--- src/rtl/div_issue_ctrl.sv ---
// rtl/div_issue_ctrl.sv - EX-stage issue/stall/write-back controller for the multi-cycle RV32M divider
module div_issue_ctrl #(
    parameter int DW      = 32,
    parameter int TIMEOUT = 64
) (
    input  logic          clk,
    input  logic          rst,
    input  logic          req_valid_i,
    input  logic [2:0]    funct3_i,
    input  logic [DW-1:0] rs1_i,
    input  logic [DW-1:0] rs2_i,
    input  logic [4:0]    rd_i,
    input  logic          flush_i,
    output logic          div_en_o,
    output logic [DW-1:0] div_dvd_o,
    output logic [DW-1:0] div_dvs_o,
    output logic          div_sgn_o,
    input  logic [DW-1:0] div_quot_i,
    input  logic [DW-1:0] div_rem_i,
    input  logic          div_done_i,
    input  logic          div_busy_i,
    output logic          stall_o,
    output logic          wb_en_o,
    output logic [4:0]    wb_rd_o,
    output logic [DW-1:0] wb_data_o,
    output logic          err_o
);

    localparam int CW = $clog2(TIMEOUT + 1);
    localparam logic [DW-1:0] MIN_NEG  = {1'b1, {(DW-1){1'b0}}};
    localparam logic [DW-1:0] ALL_ONES = {DW{1'b1}};

    typedef enum logic [2:0] {
        S_IDLE,
        S_ISSUE,
        S_WAIT,
        S_DRAIN,
        S_DONE
    } state_t;

    state_t          state_q, state_d;
    logic [DW-1:0]   dvd_q, dvs_q, res_q, res_d;
    logic [4:0]      rd_q;
    logic [2:0]      f3_q;
    logic [CW-1:0]   cnt_q;
    logic            latch;
    logic            err;
    logic            req_ok;
    logic            div_zero;
    logic            sgn_ovf;
    logic            timeout;
    logic            unused_busy;

    // Busy is informational only; completion is tracked by div_done_i.
    assign unused_busy = div_busy_i;

    assign req_ok   = req_valid_i & funct3_i[2];
    assign div_zero = (rs2_i == '0);
    assign sgn_ovf  = ~funct3_i[0] && (rs1_i == MIN_NEG) && (rs2_i == ALL_ONES);
    // >= so a counter that ran past the limit in WAIT still aborts DRAIN.
    assign timeout  = (cnt_q >= CW'(TIMEOUT - 1));

    always_ff @(posedge clk) begin
        if (rst) begin
            state_q <= S_IDLE;
            dvd_q   <= '0;
            dvs_q   <= '0;
            res_q   <= '0;
            rd_q    <= '0;
            f3_q    <= '0;
            cnt_q   <= '0;
        end else begin
            state_q <= state_d;
            res_q   <= res_d;
            if (latch) begin
                dvd_q <= rs1_i;
                dvs_q <= rs2_i;
                rd_q  <= rd_i;
                f3_q  <= funct3_i;
            end
            if (state_q == S_ISSUE) begin
                cnt_q <= '0;
            end else if (state_q == S_WAIT || state_q == S_DRAIN) begin
                cnt_q <= cnt_q + 1'b1;
            end
        end
    end

    always_comb begin
        state_d = state_q;
        res_d   = res_q;
        latch   = 1'b0;
        err     = 1'b0;
        case (state_q)
            S_IDLE: begin
                if (req_ok && !flush_i) begin
                    latch = 1'b1;
                    if (div_zero) begin
                        res_d   = funct3_i[1] ? rs1_i : ALL_ONES;
                        state_d = S_DONE;
                    end else if (sgn_ovf) begin
                        res_d   = funct3_i[1] ? '0 : rs1_i;
                        state_d = S_DONE;
                    end else begin
                        state_d = S_ISSUE;
                    end
                end
            end
            S_ISSUE: begin
                // The start strobe is already out this cycle, so a flush must drain.
                state_d = flush_i ? S_DRAIN : S_WAIT;
            end
            S_WAIT: begin
                if (flush_i) begin
                    state_d = div_done_i ? S_IDLE : S_DRAIN;
                end else if (div_done_i) begin
                    res_d   = f3_q[1] ? div_rem_i : div_quot_i;
                    state_d = S_DONE;
                end else if (timeout) begin
                    err     = 1'b1;
                    res_d   = '0;
                    state_d = S_DONE;
                end
            end
            S_DRAIN: begin
                if (div_done_i) begin
                    state_d = S_IDLE;
                end else if (timeout) begin
                    err     = 1'b1;
                    state_d = S_IDLE;
                end
            end
            S_DONE: begin
                state_d = S_IDLE;
            end
            default: begin
                state_d = S_IDLE;
            end
        endcase
    end

    assign div_en_o  = (state_q == S_ISSUE);
    assign div_dvd_o = dvd_q;
    assign div_dvs_o = dvs_q;
    assign div_sgn_o = ~f3_q[0] &&
                       (state_q == S_ISSUE || state_q == S_WAIT || state_q == S_DRAIN);
    assign stall_o   = (state_q == S_IDLE && req_ok) || state_q == S_ISSUE ||
                       state_q == S_WAIT || state_q == S_DRAIN;
    assign wb_en_o   = (state_q == S_DONE) && (rd_q != 5'd0) && !flush_i;
    assign wb_rd_o   = (state_q == S_DONE) ? rd_q : 5'd0;
    assign wb_data_o = (state_q == S_DONE) ? res_q : '0;
    assign err_o     = err;

endmodule

--- config.mk ---
export PLATFORM = sky130hd
export DESIGN_NAME = div_issue_ctrl
export DESIGN_NICKNAME = d
export VERILOG_FILES = /design/src/rtl/div_issue_ctrl.sv
export SDC_FILE = /design/constraint.sdc
export NUM_CORES = 1
export LEC_CHECK = 0
export BUFFER_PORTS_ARGS = -buffer_cell sky130_fd_sc_hd__buf_2
export CORE_UTILIZATION = 48
export DETAILED_ROUTE_END_ITERATION = 6
export GPL_TIMING_DRIVEN = 0
export PLACE_DENSITY = 0.79
export SETUP_SLACK_MARGIN = 0.15
export SYNTH_ARGS = -nofsm -noshare
export SYNTH_HDL_FRONTEND = slang
export SYNTH_SLANG_ARGS = --single-unit
--- constraint.sdc ---
create_clock -name clk -period 2.7 [get_ports clk]
set_clock_uncertainty 0.05 [all_clocks]
set_input_delay 0.27 -clock clk [delete_from_list [all_inputs] [get_ports clk]]
set_output_delay 0.27 -clock clk [all_outputs]
set_load 0.01 [all_outputs]
# Word level (Yosys, flattened, before mapping)
# Index checks and enable logic that the tools add are counted.
# totals
output_inout_bits,106
register_bits,113
word_cells,74
# classes
add_sub_neg,1
bitwise_logic,3
eq_ne,12
order_cmp,1
muxes,29
n_reduce_logical,21
# ops
op,count
2-to-1 mux 32 bit,10
"== test 32 bit, second input constant",2
one-hot mux 32 bit (2 select lines),1
logical NOT 32 bit,1
2-to-1 mux 3 bit,8
one-hot mux 3 bit (4 select lines),1
"!= test 3 bit, second input constant",3
"adder 7 x 1 -> 7 bit, second input constant",1
"greater-or-equal comparator 7 x 6 -> 1 bit, second input constant",1
logical AND 1 bit,7
"== test 3 x 2 -> 1 bit, second input constant",2
logical OR 1 bit,6
2-to-1 mux 1 bit,6
2-to-1 mux 5 bit,1
AND reduction 5 bit,1
nonzero test 5 bit,1
"!= test 2 bit, second input constant",2
"!= test 4 bit, second input constant",1
"== test 3 x 1 -> 1 bit, second input constant",1
"== test 3 bit, second input constant",1
logical NOT 3 bit,1
AND reduction 3 bit,1
2-to-1 mux 2 bit,1
inverter 1 bit,2
other kinds (5),5

# Depth between registers and ports, before layout
# Gate-level depths: netlist (run 1).
# logic_depth
word_depth,7
ltp_mapped,10

# Worst setup path after synthesis (run 1)
# OpenSTA, ideal clock, no wires.
# synth_timing
path_kind,input-to-reg
from,input port rs1_i[23]
to,register res_q[0]
arrival_ns,1.822
path_slack_ns,0.708
stages,6
t_required_ns,2.530
path_cell_list,nand4b_1 or4_4 o41ai_4 o22ai_2 buf_6 mux2i_1
# synth_between
elab_chain_cells,5
# synth_lines
element,line_no,rtl
"start, declared",10,"input logic [DW-1:0] rs1_i,"
== test 32 bit,59,assign sgn_ovf = ~funct3_i[0] && (rs1_i == MIN_NEG) && (rs2_i == ALL_ONES);
logical AND 1 bit (2 in a row),59,
!= test 3 bit (no source line),-,
AND reduction 5 bit (no source line),-,
"end signal, assigned",74,res_q <= res_d;
"end, declared",42,"logic [DW-1:0] dvd_q, dvs_q, res_q, res_d;"
# No other way between the ends.
# A chain may end at the register's enable or synchronous reset.

# Worst setup path in the final report (run 1)
# layout_timing
from,register state_q[2]
to,"register dvd_q[13], in the netlist div_dvd_o[13]"
# layout_between
elab_chain_cells,2
# layout_lines
element,line_no,rtl
"start, declared",41,"state_t state_q, state_d;"
"start signal, assigned",73,state_q <= state_d;
logical NOT 3 bit,94,case (state_q)
2-to-1 mux 1 bit,94,
"end signal, assigned",76,dvd_q <= rs1_i;
"end, declared",42,
# No other way between the ends.

==> results by group, run 1 <==
CTS
  • H-Tree Depth: 4
  • Cts bufs inserted: 17
  • TritonCTS clock tree: done
  • Clock tree root driver cell: clkbuf_16
  • Post-cts resize count: 1
  • Clock insertion delay at the later pin of the skew report: ~0.4 ns
  • Number of buffers on the longest clock path: 2
  • Hold buffer count at cts: 0
  • Clk pin slew, worst setup/hold paths: 0.05 ns
  • Post-CTS setup buffer count: 0
  • CTS sink count: 113

GRT
  • Overall fraction of global-route tracks in use: between 30% and 40%
  • Global route overflow: 0
  • Initial antenna violation count: 0
  • Wire length of the first global-routing pass: 29600 um
  • Vias in the first global route: 5871
  • Maximum number of pins on one net before global-route repair: 17

Drt
  • Number of violations reported at the end of detailed-routing iteration 0: 556
  • Detailed-route via count: 6389
  • Vias per std cell: 5.44
  • Detailed-router iteration count before antenna repair: 7
  • Sum of routed wire length over all layers: 19400 um
  • Final ANT Viol Nets: 0
  • Wirelength per Cell: approximately 16 um
  • Post-detailed-route DRC marker count: 15

Pwr
  • Combinational power share: roughly a quarter
  • Sw frac: ~31%
  • Cell internal power dissipation: 3.76 mW
  • Cell leakage power: about 3.9 nW
  • Clock share of power: 40.7%
  • Peak supply drop: between 0.4 and 0.5 mV
  • Overall power consumption: 5.44 mW
  • Power density over the cells: 696 nW/um2
  • Switching power: 1.68 mW
  • Proportion of power drawn by flip-flops and latches: 33.9%

Synthesis
  • Distinct cell type count of the synthesized netlist: 38
  • Netlist area before placement: 5830 um2
  • Post-synthesis instance total: 758
  • Post-synth top flop: dfxtp_1
  • Portion of the post-synthesis area used by sequential elements: approximately two fifths
  • Number of synthesized register bits: 113
  • Count of yosys warnings during synthesis: 0
  • Syn Nets: about 900
  • Mean area per synthesized cell: 7.69 um2
  • Number of enable flip-flop cells after synthesis: 0
  • Ys async rst share: 0%

STA
  • Total negative setup slack: 0 ns
  • Setup repair after global routing missed its margin: no
  • FMAX: 420 MHz
  • Post-layout minimum cycle time: about 2.4 ns
  • Final worst path period share: approximately nine tenths
  • Hold Worst Slack: roughly 0.051 ns
  • Actual transition at the worst max-transition pin: 0.781 ns
  • Slew Limit Headroom: 48.0%
  • Final max-slew violation count: 0
  • Count of endpoints failing setup in the final report: 0
  • Post-route setup slack: 0.318 ns
  • Number of hold violations in the final report: 0

Place
  • Placement-stage worst setup slack: about 0.15 ns
  • DP Cell Count: 1146
  • Post-placement cell area: 7230 um2
  • Post-DP HPWL: ~14000 um
  • Placer's final routability congestion estimate: 0.932
  • Count of input and output buffers: 245

Floorplan
  • Die Area: 12600 um2
  • Overall die height: 112 um
  • Floorplan row count: 39
  • Effective utilization at floorplan: 50.2%
  • I/O pins: around 250
  • Horizontal extent of the die: approximately 110 um
  • Core Box Area: 11600 um2

Run status
  • Violations in the final reports: design-rule violations
  • Outcome: complete, but fails checks

Final layout
  • Net count of the finished layout: 1165
  • Layout Cell Area excl Fill: between 7000 and 8000 um2
  • Layout overhead on the synthesized area: 34.2%
  • Final Core Density: 67.3%
  • # fillers: 1041
  • Non-filler cells in the finished layout: 1175
  • Area of the multi-input gates: 3280 um2
  • Antenna diode count: 0
  • Flip-flop and latch area: 2260 um2
  • Share of cells above drive strength 1: about 28%

Worst setup path
  • Start-to-end type of the worst setup path: reg -> reg
  • Sort of element at the end of the critical path: flop
  • Crit path max fanout: 10
  • Signal arrival time at the worst endpoint: 2.67 ns
  • Endpoint required time on the critical path: 2.98 ns
  • CP startpoint kind: flop

Run
  • Max-capacitance violation count: 0

Hold path
  • Worst min-delay path category: in -> reg
## flip-flops by register name (all words and copies together), names as in the netlist
name and count:
div_dvs_o 32, rd_q 5, f3_q 2, state_q 3
res_q 32, cnt_q 7, div_dvd_o 32
## power groups by stage
stage | Clock (mW) | Combinational (mW) | Sequential [mW]
2_1_floorplan | 0 | 0.836 | 1.90
3_3_place_gp | 0 | 1.33 | 1.87
3_5_place_dp | 0 | 1.34 | 1.87
4_1_cts | 2.22 | 1.36 | 1.84
5_1_grt | 2.31 | 1.51 | 1.85
6_report | 2.21 | 1.38 | 1.84
## cell families (layout without fill, tap and decap cells)
| group | after synthesis | in the layout | synth area share, % |
|---|---|---|---|
| xor+xnor | 6 | 6 | 0.902 |
| mux | 64 | 64 | 11.0 |
| compound gates | 148 | 148 | 15.7 |
| simple gates | 356 | 356 | 28.5 |
| buf+inv | 70 | 344 | 4.92 |
| fa+ha+maj | 1 | 1 | 0.215 |
| flops | 113 | 113 | 38.8 |
## final cells by class
cell class | instances | share of cell area (%)
well taps | 143 | 2.29
plain buffers | 69 | 3.68
repair buffers | 245 | 15.7
multi-input cells | 575 | 42.0
clock inverters | 7 | 1.41
inverters | 1 | 0.0480
clock buffers | 22 | 5.94
flip-flops and latches | 113 | 28.9
## per-layer routing
metal  GRT usage, %  share of wire, %
met5              0                 0
met3           7.51               6.2
met4           12.2               2.8
met2           53.0                49
met1           36.2                42
## placed cells by master, fill, tap and decap left out, types with 4 or more instances in the layout
master and instances:
mux2i_1 64, nand2_1 182, nor4_1 14, clkbuf_2 4
dfxtp_1 113, o22ai_1 32, clkinv_2 4, a21oi_1 74
xor2_1 4, nand3_1 4, clkbuf_16 17, clkbuf_1 63
nor2_1 47, buf_2 246, nor3_1 6, nand2b_1 37
o21bai_1 32, nand4_1 12, and3_1 38
## final timing paths
path,to,startpoint,cells past startpoint,slack [ns]
max,div_dvd_o[13],state_q[2],7,0.32
min,rd_q[1],rd_i[1],3,0.05
min reg2reg,div_dvd_o[10],div_dvd_o[10],2,0.40
max reg2reg,div_dvd_o[13],state_q[2],7,0.32
## Yosys cell counts, drive strengths merged (3+ instances only)
library cell	count	area (um2)
nand2b	37	231
o21bai	32	240
nand2	182	683
nor2	47	176
dfxtp	113	2260
o22ai	33	213
or2	3	18.8
a21oi	74	370
and3	38	238
nand4	12	75.1
xor2	4	35.0
nor3	7	40.0
or4	3	26.3
buf	8	53.8
nand3	4	20.0
clkbuf	61	229
nor2b	3	18.8
or3	3	18.8
nor4	14	87.6
mux2i	64	641
## worst max-delay path, cell delays in order (launching register included)
cell      delay, ns
dfxtp_1        0.32
clkbuf_1       0.32
or3_1          0.29
or3_1          0.13
clkbuf_1       0.47
clkbuf_1       0.43
nand2_1        0.13
a21oi_1        0.16
(Power assumes the default switching activity.)
==> run 2: changes to the inputs <==
--- a/config.mk
+++ b/config.mk
@@ -6,10 +6,10 @@
 export NUM_CORES = 1
 export LEC_CHECK = 0
 export BUFFER_PORTS_ARGS = -buffer_cell sky130_fd_sc_hd__buf_2
-export CORE_UTILIZATION = 48
+export CORE_UTILIZATION = 43
 export DETAILED_ROUTE_END_ITERATION = 6
 export GPL_TIMING_DRIVEN = 0
-export PLACE_DENSITY = 0.79
+export PLACE_DENSITY = 0.72
 export SETUP_SLACK_MARGIN = 0.15
 export SYNTH_ARGS = -nofsm -noshare
 export SYNTH_HDL_FRONTEND = slang
==> run 2 against run 1 <==
Via count shrank 0.89%; clock power grew 14%; core utilization shrank 7.3 points; the run now ends clean.
==> results by group, run 2 (synthesized netlist as in run 1, its figures left out) <==
STA
  • Slew Limit Headroom: 38.9%
  • Post-route setup slack: 0.296 ns
  • Total negative setup slack: 0 ns
  • Count of endpoints failing setup in the final report: 0
  • Final max-slew violation count: 0
  • Post-layout minimum cycle time: 2.40 ns
  • Actual transition at the worst max-transition pin: 0.916 ns
  • Number of hold violations in the final report: 0
  • FMAX: a little over 400 MHz
  • Final worst path period share: between 80% and 90%
  • Setup repair after global routing missed its margin: no

Final layout
  • Area of the multi-input gates: 3290 um2
  • # fillers: 1310
  • Layout Cell Area excl Fill: 7950 um2
  • Most common cell after layout, fill and taps aside: buf_2
  • Layout overhead on the synthesized area: 36.4%
  • Net count of the finished layout: roughly 1200
  • Final Core Density: 60.0%
  • Flip-flop and latch area: approximately 2300 um2
  • Antenna diode count: 0
  • Share of cells above drive strength 1: 28.2%
  • Top library cells by usage in the layout, fill and taps aside: buf_2, nand2_1, dfxtp_1

Place
  • Post-DP HPWL: 14800 um
  • Placer's final routability congestion estimate: just under 0.9
  • Placement-stage worst setup slack: 0.0662 ns
  • Post-placement cell area: 7270 um2
  • Count of input and output buffers: 245

Pwr
  • Cell leakage power: 3.89 nW
  • Sw frac: a little over 30%
  • Clock share of power: 43.8%
  • Combinational power share: 24.2%
  • Switching power: 1.78 mW
  • Peak supply drop: 0.496 mV
  • Power density over the cells: 724 nW/um2
  • Cell internal power dissipation: just under 4 mW
  • Proportion of power drawn by flip-flops and latches: 32.0%

CTS
  • Clk pin slew, worst setup/hold paths: 0.06 ns
  • Clock insertion delay at the later pin of the skew report: 0.42 ns
  • H-Tree Depth: 4
  • CTS sink count: 113
  • Number of buffers on the longest clock path: 2
  • TritonCTS clock tree: done
  • Cts bufs inserted: 17
  • Clock tree root driver cell: clkbuf_16

GRT
  • Wire length of the first global-routing pass: 31000 um
  • Global route overflow: 0
  • Maximum number of pins on one net before global-route repair: 17
  • Initial antenna violation count: 0
  • Overall fraction of global-route tracks in use: 28.5%
  • Vias in the first global route: 6004

Drt
  • Detailed-router iteration count before antenna repair: 5
  • Detailed-route via count: 6332
  • Number of violations reported at the end of detailed-routing iteration 0: 388
  • Post-detailed-route DRC marker count: 0
  • Wirelength per Cell: roughly 16 um
  • Sum of routed wire length over all layers: 19900 um
  • Final ANT Viol Nets: 0
  • Vias per std cell: 5.23

Worst setup path
  • Endpoint required time on the critical path: 2.98 ns
  • CP startpoint kind: flop
  • Crit path max fanout: 10
  • Start-to-end type of the worst setup path: reg -> reg
  • Signal arrival time at the worst endpoint: 2.68 ns
  • Sort of element at the end of the critical path: flop

Floorplan
  • Effective utilization at floorplan: between 40% and 50%
  • Core Box Area: 13200 um2
  • Die Area: about 14000 um2
  • Floorplan row count: 42
  • Overall die height: roughly 120 um
  • I/O pins: 248
  • Horizontal extent of the die: 118 um

Hold path
  • Worst min-delay path category: in -> reg

Run status
  • Outcome: complete, no violations

Run
  • Max-capacitance violation count: 0
-- run 2: cell count changes in the layout (fill, tap and decap cells not counted), sizes merged --
cell	previous run	this run
bufinv	3	5
inv	1	3
clkinv	4	2
clkinvlp	0	3
clkbuf	86	84
-- run 2: critical path: stages, from the launching register on --
cell and delay, ns:
dfxtp_1 0.30, buf_2 0.17, nor2b_1 0.14, clkbuf_1 0.28, nand2b_1 0.09, clkbuf_1 0.25, a211oi_1 0.38, o22ai_2 0.22
buf_6 0.24, mux2i_1 0.18
-- run 2: through the flow --
stage | hold slack, ns | power [mW] | std cells
final | 0.0518 | 5.75 | 1211
after global routing | 0.0512 | 5.99 | 1211
after CTS | 0.0416 | 5.74 | 1211
after detailed placement | 0.394 | 3.23 | 1179
after global placement | 0.390 | 3.22 | 1179
after floorplan | 0.356 | 2.73 | 758
-- run 2: cell type report --
class                           instances  share of cell area [%]
Sequential cell                       113                    28.5
Clock inverter                         12                    2.57
Tap cell                              176                    2.77
Multi-Input combinational cell        575                    41.4
Inverter                                1                  0.0472
Buffer                                 69                    3.62
Timing Repair Buffer                  245                    15.4
Clock buffer                           20                    5.75
-- run 2: layer usage --
metal / track usage, % / up-vias / wire length [um] / part of all wire [%]
met5: 0 / - / 0 / 0
met4: 13.1 / 0 / 569 / 2.9
met3: 5.79 / 37 / 1280 / 6.4
met2: 47.2 / 250 / 9470 / 48
met1: 35.6 / 2902 / 8550 / 43
li1: - / 3143 / - / -
-- run 2: path summary, 6_finish.rpt --
kind | from | to | slack, ns | cells past startpoint
min | rd_i[2] | rd_q[2] | 0.05 | 3
max reg2reg | state_q[1] | res_q[18] | 0.30 | 9
max | state_q[1] | res_q[18] | 0.30 | 9
min reg2reg | div_dvs_o[31] | div_dvs_o[31] | 0.40 | 2
-- run 2: power groups by stage --
stage | clock [mW] | combinational [mW] | sequential [mW]
floorplan | 0 | 0.836 | 1.90
global placement | 0 | 1.34 | 1.87
detailed placement | 0 | 1.36 | 1.87
CTS | 2.53 | 1.37 | 1.84
global route | 2.61 | 1.53 | 1.85
finish | 2.52 | 1.39 | 1.84
-- run 2: what timing repair did --
action / CTS / global route
endpoints found under the setup margin: 33 / 44
resized for setup: 1 / 6
setup buffers: 0 / 0
hold buffers: 0 / 0
